<file path="config.mk">
export PLATFORM = sky130hd
export DESIGN_NAME = difftest_sim_ctrl_flat
export DESIGN_NICKNAME = d
export VERILOG_FILES = /design/src/rtl/difftest_sim_ctrl_if.sv /design/src/rtl/difftest_sim_ctrl.sv /design/src/flat_wrapper.sv
export SDC_FILE = /design/constraint.sdc
export NUM_CORES = 1
export LEC_CHECK = 0
export CAP_MARGIN = 20
export CORE_MARGIN = 2
export CORE_UTILIZATION = 58
export DETAILED_ROUTE_END_ITERATION = 7
export MAX_ROUTING_LAYER = met4
export PLACE_DENSITY = 0.87
export SLEW_MARGIN = 15
export SYNTH_ARGS = -nofsm -noshare
export SYNTH_HDL_FRONTEND = slang
export SYNTH_SLANG_ARGS = --single-unit
</file>
<file path="constraint.sdc">
create_clock -name clock -period 15.6 [get_ports clock]
set_input_delay 2.34 -clock clock [delete_from_list [all_inputs] [get_ports clock]]
set_output_delay 2.34 -clock clock [all_outputs]
set_load 0.005 [all_outputs]
</file>
<file path="src/rtl/difftest_sim_ctrl_if.sv">
// Bus bundle between the difftest simulation controller and the harness driving it.
// The controller takes the slave side; the harness or testbench takes the master side.
interface difftest_sim_ctrl_if #(
    parameter int unsigned NUM_CORES = 2,
    parameter int unsigned CYCLE_W   = 64
);
    logic [CYCLE_W-1:0]     cfg_max_cycles;
    logic [CYCLE_W-1:0]     cfg_max_instrs;
    logic                   core_reset;
    logic                   init_req;
    logic                   init_ack;
    logic [NUM_CORES-1:0]   commit;
    logic [NUM_CORES-1:0]   trap_valid;
    logic [8*NUM_CORES-1:0] trap_code;
    logic                   perf_dump;
    logic                   finish;
    logic [7:0]             finish_code;
    logic [7:0]             finish_core;
    logic [CYCLE_W-1:0]     cycles;
    logic [CYCLE_W-1:0]     instrs;
    logic                   uart_in_valid;
    logic [7:0]             uart_in_ch;
    logic                   uart_out_valid;
    logic [7:0]             uart_out_ch;
    logic                   uart_out_ready;
    logic                   uart_overflow;

    modport master (
        output cfg_max_cycles, cfg_max_instrs, init_ack, commit, trap_valid, trap_code,
               uart_in_valid, uart_in_ch, uart_out_ready,
        input  core_reset, init_req, perf_dump, finish, finish_code, finish_core,
               cycles, instrs, uart_out_valid, uart_out_ch, uart_overflow
    );

    modport slave (
        input  cfg_max_cycles, cfg_max_instrs, init_ack, commit, trap_valid, trap_code,
               uart_in_valid, uart_in_ch, uart_out_ready,
        output core_reset, init_req, perf_dump, finish, finish_code, finish_core,
               cycles, instrs, uart_out_valid, uart_out_ch, uart_overflow
    );
endinterface

</file>
<file path="src/rtl/difftest_sim_ctrl.sv">
// Difftest simulation controller: sequences core reset/init, counts cycles and retired
// instructions, stops on trap or limit, pulses perf_dump, and buffers UART output.
module difftest_sim_ctrl #(
    parameter int unsigned NUM_CORES   = 2,
    parameter int unsigned CYCLE_W     = 64,
    parameter int unsigned HOLD_CYCLES = 50,
    parameter int unsigned DUMP_CYCLES = 50,
    parameter int unsigned UART_DEPTH  = 16
) (
    input logic                clock,
    input logic                reset,
    difftest_sim_ctrl_if.slave bus
);
    localparam int unsigned AW      = $clog2(UART_DEPTH);
    localparam int unsigned CNT_MAX = (HOLD_CYCLES > DUMP_CYCLES) ? HOLD_CYCLES : DUMP_CYCLES;
    localparam int unsigned CNT_W   = $clog2(CNT_MAX + 1);

    localparam logic [2:0] S_HOLD = 3'd0;
    localparam logic [2:0] S_INIT = 3'd1;
    localparam logic [2:0] S_RUN  = 3'd2;
    localparam logic [2:0] S_DUMP = 3'd3;
    localparam logic [2:0] S_DONE = 3'd4;

    logic [2:0]         state_q, state_d;
    logic [CNT_W-1:0]   cnt_q, cnt_d;
    logic [CYCLE_W-1:0] cycles_q, cycles_d, instrs_q, instrs_d;
    logic [7:0]         code_q, code_d, core_q, core_d;
    logic               core_reset_q, init_req_q, perf_dump_q, finish_q;

    logic [CYCLE_W:0]   inc, cyc_sum, ins_sum;
    logic [CYCLE_W-1:0] cyc_next, ins_next;
    logic               trap_hit;
    logic [7:0]         trap_cd, trap_core;

    logic [7:0]         mem [UART_DEPTH];
    logic [AW:0]        wr_q, wr_d, rd_q, rd_d;
    logic               ovf_q, ovf_d;
    logic               empty, full, push_req, push, pop;

    // Next-state, counter and stop-cause logic
    always_comb begin
        state_d   = state_q;
        cnt_d     = '0;
        cycles_d  = cycles_q;
        instrs_d  = instrs_q;
        code_d    = code_q;
        core_d    = core_q;
        inc       = '0;
        trap_hit  = 1'b0;
        trap_cd   = '0;
        trap_core = '0;

        for (int i = 0; i < int'(NUM_CORES); i++) begin
            inc = inc + (CYCLE_W+1)'(bus.commit[i]);
        end
        cyc_sum  = {1'b0, cycles_q} + (CYCLE_W+1)'(1);
        ins_sum  = {1'b0, instrs_q} + inc;
        cyc_next = cyc_sum[CYCLE_W] ? '1 : cyc_sum[CYCLE_W-1:0];
        ins_next = ins_sum[CYCLE_W] ? '1 : ins_sum[CYCLE_W-1:0];

        // Descending scan so the lowest-index trapping core wins
        for (int i = int'(NUM_CORES) - 1; i >= 0; i--) begin
            if (bus.trap_valid[i]) begin
                trap_hit  = 1'b1;
                trap_cd   = bus.trap_code[8*i +: 8];
                trap_core = 8'(i);
            end
        end

        case (state_q)
            S_HOLD: if (cnt_q == CNT_W'(HOLD_CYCLES - 1)) state_d = S_INIT;
            S_INIT: if (bus.init_ack) state_d = S_RUN;
            S_RUN: begin
                cycles_d = cyc_next;
                instrs_d = ins_next;
                if (trap_hit) begin
                    state_d = S_DUMP;
                    code_d  = trap_cd;
                    core_d  = trap_core;
                end else if ((bus.cfg_max_instrs != '0) && (ins_next >= bus.cfg_max_instrs)) begin
                    state_d = S_DUMP;
                    code_d  = 8'h09;
                    core_d  = 8'hFF;
                end else if ((bus.cfg_max_cycles != '0) && (cyc_next >= bus.cfg_max_cycles)) begin
                    state_d = S_DUMP;
                    code_d  = 8'hFE;
                    core_d  = 8'hFF;
                end
            end
            S_DUMP: if (cnt_q == CNT_W'(DUMP_CYCLES - 1)) state_d = S_DONE;
            S_DONE: state_d = S_DONE;
            default: state_d = S_HOLD;
        endcase

        if ((state_d == state_q) && ((state_q == S_HOLD) || (state_q == S_DUMP))) begin
            cnt_d = cnt_q + CNT_W'(1);
        end
    end

    // UART FIFO control; a pop frees the slot a same-cycle push needs when full
    always_comb begin
        empty    = (wr_q == rd_q);
        full     = (wr_q[AW] != rd_q[AW]) && (wr_q[AW-1:0] == rd_q[AW-1:0]);
        push_req = bus.uart_in_valid && ((state_q == S_RUN) || (state_q == S_DUMP));
        pop      = !empty && bus.uart_out_ready;
        push     = push_req && (!full || pop);
        wr_d     = wr_q + (AW+1)'(push);
        rd_d     = rd_q + (AW+1)'(pop);
        ovf_d    = ovf_q | (push_req && !push);
    end

    always_ff @(posedge clock) begin
        if (reset) begin
            state_q      <= S_HOLD;
            cnt_q        <= '0;
            cycles_q     <= '0;
            instrs_q     <= '0;
            code_q       <= '0;
            core_q       <= '0;
            core_reset_q <= 1'b1;
            init_req_q   <= 1'b0;
            perf_dump_q  <= 1'b0;
            finish_q     <= 1'b0;
            wr_q         <= '0;
            rd_q         <= '0;
            ovf_q        <= 1'b0;
        end else begin
            state_q      <= state_d;
            cnt_q        <= cnt_d;
            cycles_q     <= cycles_d;
            instrs_q     <= instrs_d;
            code_q       <= code_d;
            core_q       <= core_d;
            core_reset_q <= (state_d == S_HOLD);
            init_req_q   <= (state_q != S_INIT) && (state_d == S_INIT);
            perf_dump_q  <= (state_d == S_DUMP);
            finish_q     <= (state_d == S_DONE);
            wr_q         <= wr_d;
            rd_q         <= rd_d;
            ovf_q        <= ovf_d;
        end
    end

    always_ff @(posedge clock) begin
        if (push) mem[wr_q[AW-1:0]] <= bus.uart_in_ch;
    end

    assign bus.core_reset     = core_reset_q;
    assign bus.init_req       = init_req_q;
    assign bus.perf_dump      = perf_dump_q;
    assign bus.finish         = finish_q;
    assign bus.finish_code    = code_q;
    assign bus.finish_core    = core_q;
    assign bus.cycles         = cycles_q;
    assign bus.instrs         = instrs_q;
    assign bus.uart_out_valid = !empty;
    assign bus.uart_out_ch    = mem[rd_q[AW-1:0]];
    assign bus.uart_overflow  = ovf_q;
endmodule

</file>
<file path="src/flat_wrapper.sv">
// flat-port wrapper written by rule: the top's interface ports become plain ports
module difftest_sim_ctrl_flat 
#(
    parameter int unsigned NUM_CORES   = 2,
    parameter int unsigned CYCLE_W     = 64,
    parameter int unsigned HOLD_CYCLES = 50,
    parameter int unsigned DUMP_CYCLES = 50,
    parameter int unsigned UART_DEPTH  = 16
)
  (clock, reset, bus_cfg_max_cycles, bus_cfg_max_instrs, bus_init_ack, bus_commit, bus_trap_valid, bus_trap_code, bus_uart_in_valid, bus_uart_in_ch, bus_uart_out_ready, bus_core_reset, bus_init_req, bus_perf_dump, bus_finish, bus_finish_code, bus_finish_core, bus_cycles, bus_instrs, bus_uart_out_valid, bus_uart_out_ch, bus_uart_overflow);
  difftest_sim_ctrl_if #(.NUM_CORES(NUM_CORES), .CYCLE_W(CYCLE_W)) bus_i ();
  input logic clock;
  input logic reset;
  input wire logic [$bits(bus_i.cfg_max_cycles)-1:0] bus_cfg_max_cycles;
  input wire logic [$bits(bus_i.cfg_max_instrs)-1:0] bus_cfg_max_instrs;
  input wire logic [$bits(bus_i.init_ack)-1:0] bus_init_ack;
  input wire logic [$bits(bus_i.commit)-1:0] bus_commit;
  input wire logic [$bits(bus_i.trap_valid)-1:0] bus_trap_valid;
  input wire logic [$bits(bus_i.trap_code)-1:0] bus_trap_code;
  input wire logic [$bits(bus_i.uart_in_valid)-1:0] bus_uart_in_valid;
  input wire logic [$bits(bus_i.uart_in_ch)-1:0] bus_uart_in_ch;
  input wire logic [$bits(bus_i.uart_out_ready)-1:0] bus_uart_out_ready;
  output wire logic [$bits(bus_i.core_reset)-1:0] bus_core_reset;
  output wire logic [$bits(bus_i.init_req)-1:0] bus_init_req;
  output wire logic [$bits(bus_i.perf_dump)-1:0] bus_perf_dump;
  output wire logic [$bits(bus_i.finish)-1:0] bus_finish;
  output wire logic [$bits(bus_i.finish_code)-1:0] bus_finish_code;
  output wire logic [$bits(bus_i.finish_core)-1:0] bus_finish_core;
  output wire logic [$bits(bus_i.cycles)-1:0] bus_cycles;
  output wire logic [$bits(bus_i.instrs)-1:0] bus_instrs;
  output wire logic [$bits(bus_i.uart_out_valid)-1:0] bus_uart_out_valid;
  output wire logic [$bits(bus_i.uart_out_ch)-1:0] bus_uart_out_ch;
  output wire logic [$bits(bus_i.uart_overflow)-1:0] bus_uart_overflow;
  assign bus_i.cfg_max_cycles = bus_cfg_max_cycles;
  assign bus_i.cfg_max_instrs = bus_cfg_max_instrs;
  assign bus_i.init_ack = bus_init_ack;
  assign bus_i.commit = bus_commit;
  assign bus_i.trap_valid = bus_trap_valid;
  assign bus_i.trap_code = bus_trap_code;
  assign bus_i.uart_in_valid = bus_uart_in_valid;
  assign bus_i.uart_in_ch = bus_uart_in_ch;
  assign bus_i.uart_out_ready = bus_uart_out_ready;
  assign bus_core_reset = bus_i.core_reset;
  assign bus_init_req = bus_i.init_req;
  assign bus_perf_dump = bus_i.perf_dump;
  assign bus_finish = bus_i.finish;
  assign bus_finish_code = bus_i.finish_code;
  assign bus_finish_core = bus_i.finish_core;
  assign bus_cycles = bus_i.cycles;
  assign bus_instrs = bus_i.instrs;
  assign bus_uart_out_valid = bus_i.uart_out_valid;
  assign bus_uart_out_ch = bus_i.uart_out_ch;
  assign bus_uart_overflow = bus_i.uart_overflow;
  difftest_sim_ctrl #(.NUM_CORES(NUM_CORES), .CYCLE_W(CYCLE_W), .HOLD_CYCLES(HOLD_CYCLES), .DUMP_CYCLES(DUMP_CYCLES), .UART_DEPTH(UART_DEPTH)) u_core (.clock(clock), .reset(reset), .bus(bus_i));
endmodule
</file>
==> results of run 1 <==
## cell families after synthesis
group	count (synthesis)	share of synthesized area (%)
flip-flops	290	39.4
XOR/XNOR	115	5.61
AO/OA/AOI/OAI	392	13.9
adder cells (fa/ha/maj)	139	9.72
multiplexers	56	5.95
buffers and inverters	244	5.45
AND/OR/NAND/NOR	720	19.9
## flip-flops by register name, summed over array words and instances (netlist names)
name                      cells
u_core.bus.cycles            64
u_core.bus.finish_core        2
u_core.bus.finish_code        8
u_core.bus.perf_dump          1
u_core.state_q                3
u_core.bus.uart_overflow      1
u_core.bus.finish             1
u_core.bus.init_req           1
u_core.mem                  128
u_core.bus.core_reset         1
u_core.wr_q                   5
u_core.bus.instrs            64
u_core.rd_q                   5
u_core.cnt_q                  6
## stage by stage
step                hold slack (ns)  instances  utilization, %
global placement              0.442       2580            69.9
global route                  0.516       2640            73.2
CTS                           0.474       2639            73.2
finish                        0.470       2640            73.2
detailed placement            0.465       2581            69.9
floorplan                     0.430       1956               -
## worst register-to-register path, stage by stage (launching register included)
cell       delay [ns]
dfxtp_1          0.36
ha_1             0.29
a21oi_1          0.06
nor2b_1          0.51
nand4_1          0.44
nor2_1           0.67
nand3_1          0.32
nor2_1           0.23
xnor2_1          0.14
nand2_1          0.07
ha_1             0.33
a21o_1           0.18
a21o_1           0.16
a2111oi_0        0.41
o211ai_1         0.23
a2111oi_0        0.60
nor3_2           0.20
buf_4            0.24
nor3_1           0.23
a211oi_1         0.09
## cells in the mapped netlist, types with 3 or more instances
library cell / count
and2_1: 20
nand2b_1: 8
and4_1: 19
nor4_1: 49
nor2b_1: 24
or3_1: 8
mux2_2: 6
ha_1: 138
buf_1: 9
o21ai_0: 97
nor3_1: 42
a311oi_1: 50
a221oi_1: 6
or2_2: 3
or4_1: 3
nand4_1: 50
nand3b_1: 3
inv_1: 142
a22oi_1: 7
dfxtp_1: 162
mux4_2: 40
buf_2: 10
clkbuf_1: 72
nand3_1: 72
edfxtp_1: 128
a31oi_1: 6
o22ai_1: 3
a21o_1: 7
a211o_1: 34
xor2_1: 55
o211ai_1: 5
a21oi_1: 130
nor2_1: 164
o21a_1: 5
xnor2_1: 60
and3_1: 42
buf_4: 6
nand2_1: 198
mux2i_1: 10
a2111oi_0: 4
a211oi_1: 22
## power groups by stage
stage / sequential [W] / clock (W) / combinational, W
after floorplan: 0.000810 / 0 / 0.0000330
after global placement: 0.000810 / 0 / 0.0000948
after detailed placement: 0.000810 / 0 / 0.0000981
after CTS: 0.000793 / 0.000736 / 0.0000988
after global routing: 0.000793 / 0.000771 / 0.000108
final: 0.000793 / 0.000730 / 0.000101
## per-layer routing
metal	share of wire, %	GRT usage [%]
met5	0	-
met4	4.0	12.9
met1	39	43.0
met2	47	55.5
met3	9.4	6.36
## path summary, 6_finish.rpt
kind,to,from,slack [ns]
worst min-delay path,u_core.cnt_q[0],u_core.cnt_q[0],0.47
worst max-delay path,u_core.bus.finish_code[1],bus_commit[0],7.63
worst max register to register,u_core.bus.finish_code[1],u_core.bus.instrs[1],9.69
worst min register to register,u_core.cnt_q[0],u_core.cnt_q[0],0.47
## layout make-up
class,count,area [sq um]
inverters,142,533
well taps,396,495
fillers,2153,8170
clock buffers,35,791
clock inverters,23,208
repair buffers,332,3280
multi-input cells,1422,9940
flip-flops and latches,290,7090
==> impl_metrics.ini, run 1 <==
[sta]
finalMaxSlewViolations = 0
timing.fmax_mhz = 125
rsz0062_at_grt = false
worst_pin_slew_ns = 1.12
min_period_ns = 7.97
hold_viol_final = 0
finalCritPeriodShare_pct = 51.1
relSlewSlack_pct = 24.9
finalSetupTns_ns = 0
finalSetupViolCount = 0
skew_ns = 0.0274
worst_slack_ns = 7.63

[cells_and_area]
final_area_sq_mm = 0.0223
nets = 2519
final_layout_size_suffix_gt1_share_pct = 5.97
final_cell_mix = clkdlybuf4s50_1, nand2_1, nor2_1, dfxtp_1, inv_1
antenna_cells = 0
layout_commonest_cell = clkdlybuf4s50_1
syn_to_final_growth_pct = 24.4

[power]
netSwitchingFraction_pct = 23.3
p_seq_share_pct = 48.8
powerDensity_mw_per_mm2 = 72.7
irDropWorstVdd_v = 0.0000930
p_comb_share_pct = 6.2
leakage_nw = 8.75
p_switching_w = 0.000378
power.total_w = 0.00162
power.internal_w = 0.00125
clkPwrFrac_pct = 44.9

[synth]
synthTopCellsByArea = edfxtp_1, dfxtp_1, ha_1, mux4_2, nand2_1
synth_edf_count = 128
ys_seq_area_share_pct = 39.4
ys.flop_type = dfxtp_1
avgSynthCellArea_sq_um = 9.18
synth_warnings = 0
synth_area_leader_cell = edfxtp_1
synth_nets = 2256
synth_top_area_share_pct = 21.4
ys_types = 69
synth_seq_cells = 290
synth_area_sq_mm = 0.0180
syn_inst = 1956
synthArstFlopShare_pct = 0

[worst_setup_path]
cp_max_fo = 14
cp.depth = 21
start_kind = input port
cpMostUsedCell = ha_1
cp_top_family = simple AND/OR/NAND/NOR gates
critical_path.cell_chain = clkdlybuf4s50_1 > ha_1 > ha_1 > a21oi_1 > nor2b_1 > nand4_1 > nor2_1 > nand3_1 > nor2_1 > xnor2_1 > nand2_1 > ha_1 > a21o_1 > a21o_1 > a2111oi_0 > o211ai_1 > a2111oi_0 > nor3_2 > buf_4 > nor3_1 > a211oi_1
criticalPathCategory = input port to flip-flop
crit_buf_inv = 2
required_ns = 16.03
worst_path_max_delay_cell = nor2_1
end_kind = flip-flop
cpPeakStageDelay_ns = 0.67
cp.arrival_ns = 8.41
reg2reg_depth = 19

[clock_network]
clock_latency_ns = 0.59
cts_tree = built
cts_buffers = 31
cts_sinks = 290
post_cts_buffers = 0
post_cts_resized = 0
cts-root-buf = clkbuf_16
path_clk_slew_ns = 0.06
clock_path_buffers = 3
htree_levels = 1
cts_hold_buf = 0

[drt]
firstDrtPassIters = 6
routedWlPerCell_um = 21.0
drcViolationCount = 0
ant_nets = 0
drt-total-wl_um = 55500
via_count = 16543
drtIter0Drc = 1601
viasPerCell = 6.27

[place]
dp_hpwl_um = 40400
post_dp_cell_area_sq_mm = 0.0213
pre_cts_slack_ns = 7.07
gp_congestion = 0.969
portBuffers = 318

[min_path]
whs_path_depth = 1
hold_path_class = flip-flop to flip-flop

[die]
die_w_um = 180
num_rows = 64
start_util_pct = 58.9
coreArea_sq_mm = 0.0305
die_h_um = 180
dieArea_sq_mm = 0.0324
io_pins = 319

[run_status]
status = completed

[global_route]
antenna_found_initial = 0
track_usage_pct = 34.4
overflow = 0
grt_pass1_wl_um = 87600
grt_max_degree = 93
first_global_vias = 16335

[job]
drv_cap = 0
No activity file was read; power rests on OpenSTA's default activity.
==> run 2: changes to the inputs <==
--- a/config.mk
+++ b/config.mk
@@ -7,10 +7,10 @@
 export LEC_CHECK = 0
 export CAP_MARGIN = 20
 export CORE_MARGIN = 2
-export CORE_UTILIZATION = 58
+export CORE_UTILIZATION = 49
 export DETAILED_ROUTE_END_ITERATION = 7
 export MAX_ROUTING_LAYER = met4
-export PLACE_DENSITY = 0.87
+export PLACE_DENSITY = 0.78
 export SLEW_MARGIN = 15
 export SYNTH_ARGS = -nofsm -noshare
 export SYNTH_HDL_FRONTEND = slang
==> constraint.sdc (replaced) <==
create_clock -name clock -period 6.55 [get_ports clock]
set_input_delay 0.9825 -clock clock [delete_from_list [all_inputs] [get_ports clock]]
set_output_delay 0.9825 -clock clock [all_outputs]
set_load 0.005 [all_outputs]
==> impl_metrics.ini, run 2 (synthesis results as in run 1) <==
[worst_setup_path]
cp.arrival_ns = 6.66
required_ns = 7.03
cpMostUsedCell = ha_1
worst_path_max_delay_cell = a2111oi_0
critical_path.cell_chain = clkdlybuf4s50_1 > ha_1 > ha_1 > fa_1 > and2_1 > nand4_1 > or3_4 > or3_1 > or2_4 > buf_4 > nand2_1 > ha_1 > a21oi_1 > o21ai_0 > a221oi_1 > o22ai_1 > a2111oi_0 > nor3_2 > buf_4 > a211oi_1
end_kind = flip-flop
cpPeakStageDelay_ns = 0.65
start_kind = input port
cp_max_fo = 48
criticalPathCategory = input port to flip-flop
r2r_setup_slack_ns = 0.92

[clock_network]
htree_levels = 1
path_clk_slew_ns = 0.06
post_cts_buffers = 0
cts_sinks = 290
cts_tree = built
post_cts_resized = 0
cts-root-buf = clkbuf_16
clock_latency_ns = 0.58
cts_hold_buf = 0
cts_buffers = 31
clock_path_buffers = 3

[die]
num_rows = 70
dieArea_sq_mm = 0.0382
io_pins = 319
die_w_um = 195
start_util_pct = 49.4
coreArea_sq_mm = 0.0363
die_h_um = 195

[global_route]
met2_usage_pct = 47.2
grtUsageMet1_pct = 36.2
grt_pass1_wl_um = 86900
met3_usage_pct = 5.72
track_usage_pct = 29.3
grt_busiest_layer = met2
overflow = 0
first_global_vias = 16183
antenna_found_initial = 1
grt_max_degree = 73

[cells_and_area]
multiInputGateArea_sq_mm = 0.00993
fillCellCount = 2968
nets = 2537
syn_to_final_growth_pct = 25.9
final_layout_size_suffix_gt1_share_pct = 6.72
largest_reg_flops = 128
final_cell_mix = clkdlybuf4s50_1, nand2_1, nor2_1, dfxtp_1, inv_1
fin_util_pct = 62.2
seq_area_sq_mm = 0.00709
layout_commonest_cell = clkdlybuf4s50_1

[place]
gp_congestion = 0.984
portBuffers = 318
dp_hpwl_um = 41000
pre_cts_slack_ns = 0.0882

[drt]
firstDrtPassIters = 5
via_count = 16386
drtIter0Drc = 1180
drt-total-wl_um = 55600
viasPerCell = 6.00
routedWlPerCell_um = 20.4
drcViolationCount = 0
ant_nets = 0

[sta]
relSlewSlack_pct = 25.8
rsz0062_at_grt = false
worst_pin_slew_ns = 1.11
hold_viol_final = 0
finalCritPeriodShare_pct = 94.3
timing.fmax_mhz = 162
min_period_ns = 6.18
finalSetupTns_ns = 0
finalMaxSlewViolations = 0
worst_slack_ns = 0.371
finalSetupViolCount = 0
skew_ns = 0.0265

[run_status]
status = completed

[power]
irDropWorstVdd_v = 0.000232
powerDensity_mw_per_mm2 = 175
power.total_w = 0.00395
leakage_nw = 8.85

[min_path]
hold_path_class = flip-flop to flip-flop

[job]
drv_cap = 0
run 2: final timing paths:
check | from | end | cells past startpoint
hold reg to reg | u_core.bus.finish_code[3] | u_core.bus.finish_code[3] | 2
setup / recovery | bus_commit[1] | u_core.bus.finish_code[7] | 20
setup reg to reg | u_core.bus.instrs[26] | u_core.bus.finish_code[7] | 16
hold / removal | u_core.bus.finish_code[3] | u_core.bus.finish_code[3] | 2
run 2: cell type report:
cell class              instances  share of cell area, %
diodes                          1                 0.0111
clock buffers                  37                   3.71
clock inverters                21                  0.990
inverters                     142                   2.36
multi-input cells            1422                   43.9
flip-flops and latches        290                   31.3
well taps                     468                   2.59
repair buffers                350                   15.1
run 2: critical path: cells and delay by family:
kind	cells	cell delay, ns
and+or+nand+nor	7	2.00
buffers and inverters	3	0.91
adders and majority gates	4	0.92
AOI/OAI and AO/OA	6	1.79
run 2: metal layers:
metal	vias up	part of all wire [%]
met5	-	0
met4	0	4.6
met3	156	7.5
met2	680	47
met1	7828	41
li1	7722	-
run 2: per-stage QoR:
stage                     area (sq um)  std cells  hold slack (ns)
after CTS                        22600       2730            0.478
after global placement           21500       2671            0.443
after floorplan                  18000       1956            0.430
after detailed placement         21600       2672            0.466
final                            22600       2731            0.475
after global routing             22600       2731            0.510
run 2: power by group:
part           total, W  switching (W)  internal [W]
Combinational  0.000240       0.000120      0.000120
Clock           0.00182       0.000754       0.00107
Sequential      0.00189     0.00000138       0.00189
==> run 3: changes to the inputs <==
--- a/config.mk
+++ b/config.mk
@@ -9,8 +9,10 @@
 export CORE_MARGIN = 2
 export CORE_UTILIZATION = 49
 export DETAILED_ROUTE_END_ITERATION = 7
+export HOLD_SLACK_MARGIN = 0.05
 export MAX_ROUTING_LAYER = met4
 export PLACE_DENSITY = 0.78
+export RECOVER_POWER = 25
 export SLEW_MARGIN = 15
 export SYNTH_ARGS = -nofsm -noshare
 export SYNTH_HDL_FRONTEND = slang
==> impl_metrics.ini, run 3 (synthesis results as in run 1) <==
[worst_setup_path]
start_kind = input port
cp_max_fo = 48
end_kind = flip-flop
startpoint = bus_commit[1]
r2r_start = u_core.bus.instrs[26]
criticalPathCategory = input port to flip-flop
required_ns = 7.03
cp.arrival_ns = 6.65

[clock_network]
clock_path_buffers = 3
cts_hold_buf = 0
cts_sinks = 290
htree_levels = 1
cts_buffers = 31
cts-root-buf = clkbuf_16
clock_latency_ns = 0.58
post_cts_buffers = 0
cts_tree = built
post_cts_resized = 0
path_clk_slew_ns = 0.06

[die]
dieArea_sq_mm = 0.0382
die_w_um = 195
io_pins = 319
num_rows = 70
die_h_um = 195
start_util_pct = 49.4
coreArea_sq_mm = 0.0363

[sta]
timing.fmax_mhz = 162
hold_viol_final = 0
rsz0062_at_grt = false
finalSetupViolCount = 0
skew_ns = 0.0267
relSlewSlack_pct = -19.8
finalSetupTns_ns = 0
min_period_ns = 6.17
finalMaxSlewViolations = 36
worst_pin_slew_ns = 1.79
finalCritPeriodShare_pct = 94.2

[power]
leakage_nw = 8.86
irDropWorstVdd_v = 0.000232
power.total_w = 0.00395
powerDensity_mw_per_mm2 = 175

[place]
portBuffers = 318
dp_hpwl_um = 41000
gp_congestion = 0.984

[drt]
ant_nets = 0
routedWlPerCell_um = 20.4
drt-total-wl_um = 55600
firstDrtPassIters = 5
drcViolationCount = 0
drtIter0Drc = 1173
viasPerCell = 6.01
via_count = 16402

[cells_and_area]
largest_reg_flops = 128
fin_util_pct = 62.2
final_layout_size_suffix_gt1_share_pct = 6.68
final_cell_mix = clkdlybuf4s50_1, nand2_1, nor2_1, dfxtp_1, inv_1
syn_to_final_growth_pct = 25.9
nets = 2537
layout_commonest_cell = clkdlybuf4s50_1

[global_route]
overflow = 0
track_usage_pct = 29.3
grt_max_degree = 73
grt_pass1_wl_um = 86900
antenna_found_initial = 1
first_global_vias = 16183

[run_status]
status = complete, but fails checks
violations = capacitance limit, slew limit

[min_path]
hold_path_class = flip-flop to flip-flop
hold_start = u_core.bus.finish_code[3]

[job]
drv_cap = 1
## run 3: changes by cell type in the layout (fill, tap and decap cells not counted), sizes merged
cell / change
clkdlybuf4s50: -10
dlygate4sd3: +10
## run 3: power breakdown
| group | switching, W | internal (W) | total, W | leakage [nW] |
|---|---|---|---|---|
| Sequential | 0.00000138 | 0.00189 | 0.00189 | 2.46 |
| Combinational | 0.000120 | 0.000119 | 0.000239 | 5.88 |
| Clock | 0.000754 | 0.00107 | 0.00183 | 0.522 |
| Total | 0.000876 | 0.00308 | 0.00395 | 8.86 |
## run 3: per-stage QoR
| stage | cell area [sq um] | instances | hold WS (ns) | worst slack (ns) |
|---|---|---|---|---|
| 3_3_place_gp | 21500 | 2671 | 0.443 | 0.143 |
| 3_5_place_dp | 21600 | 2672 | 0.466 | 0.0882 |
| 2_1_floorplan | 18000 | 1956 | 0.430 | 0.859 |
| 4_1_cts | 22600 | 2730 | 0.478 | 0.569 |
| 6_report | 22600 | 2731 | 0.475 | 0.380 |
| 5_1_grt | 22600 | 2731 | 0.510 | 0.138 |
## run 3: per-layer routing
layer | global-route usage (%) | routed length, um | vias to the layer above
met5 | - | 0 | -
li1 | - | - | 7725
met4 | 12.2 | 2530 | 0
met1 | 36.2 | 22800 | 7846
met2 | 47.2 | 26100 | 677
met3 | 5.72 | 4160 | 154
## run 3: final timing paths
kind / to / cells past startpoint / slack (ns)
min: u_core.bus.finish_code[3] / 2 / 0.48
max: u_core.bus.finish_code[7] / 20 / 0.38
min reg2reg: u_core.bus.finish_code[3] / 2 / 0.48
max reg2reg: u_core.bus.finish_code[7] / 16 / 0.93
## run 3: cell type report
cell class                      instances  area [sq um]
Antenna cell                            1          2.50
Multi-Input combinational cell       1422          9930
Timing Repair Buffer                  350          3420
Fill cell                            2969         13700
Clock inverter                         21           224
Clock buffer                           37           838
Tap cell                              468           586
Sequential cell                       290          7090
Inverter                              142           533
## run 3: critical path, cell delays in order
cell and delay, ns:
clkdlybuf4s50_1 0.41, ha_1 0.28, ha_1 0.17, fa_1 0.23, and2_1 0.16, nand4_1 0.23, or3_4 0.41, or3_1 0.36
or2_4 0.45, buf_4 0.26, nand2_1 0.09, ha_1 0.24, a21oi_1 0.13, o21ai_0 0.12, a221oi_1 0.55, o22ai_1 0.14
a2111oi_0 0.66, nor3_2 0.30, buf_4 0.24, a211oi_1 0.20
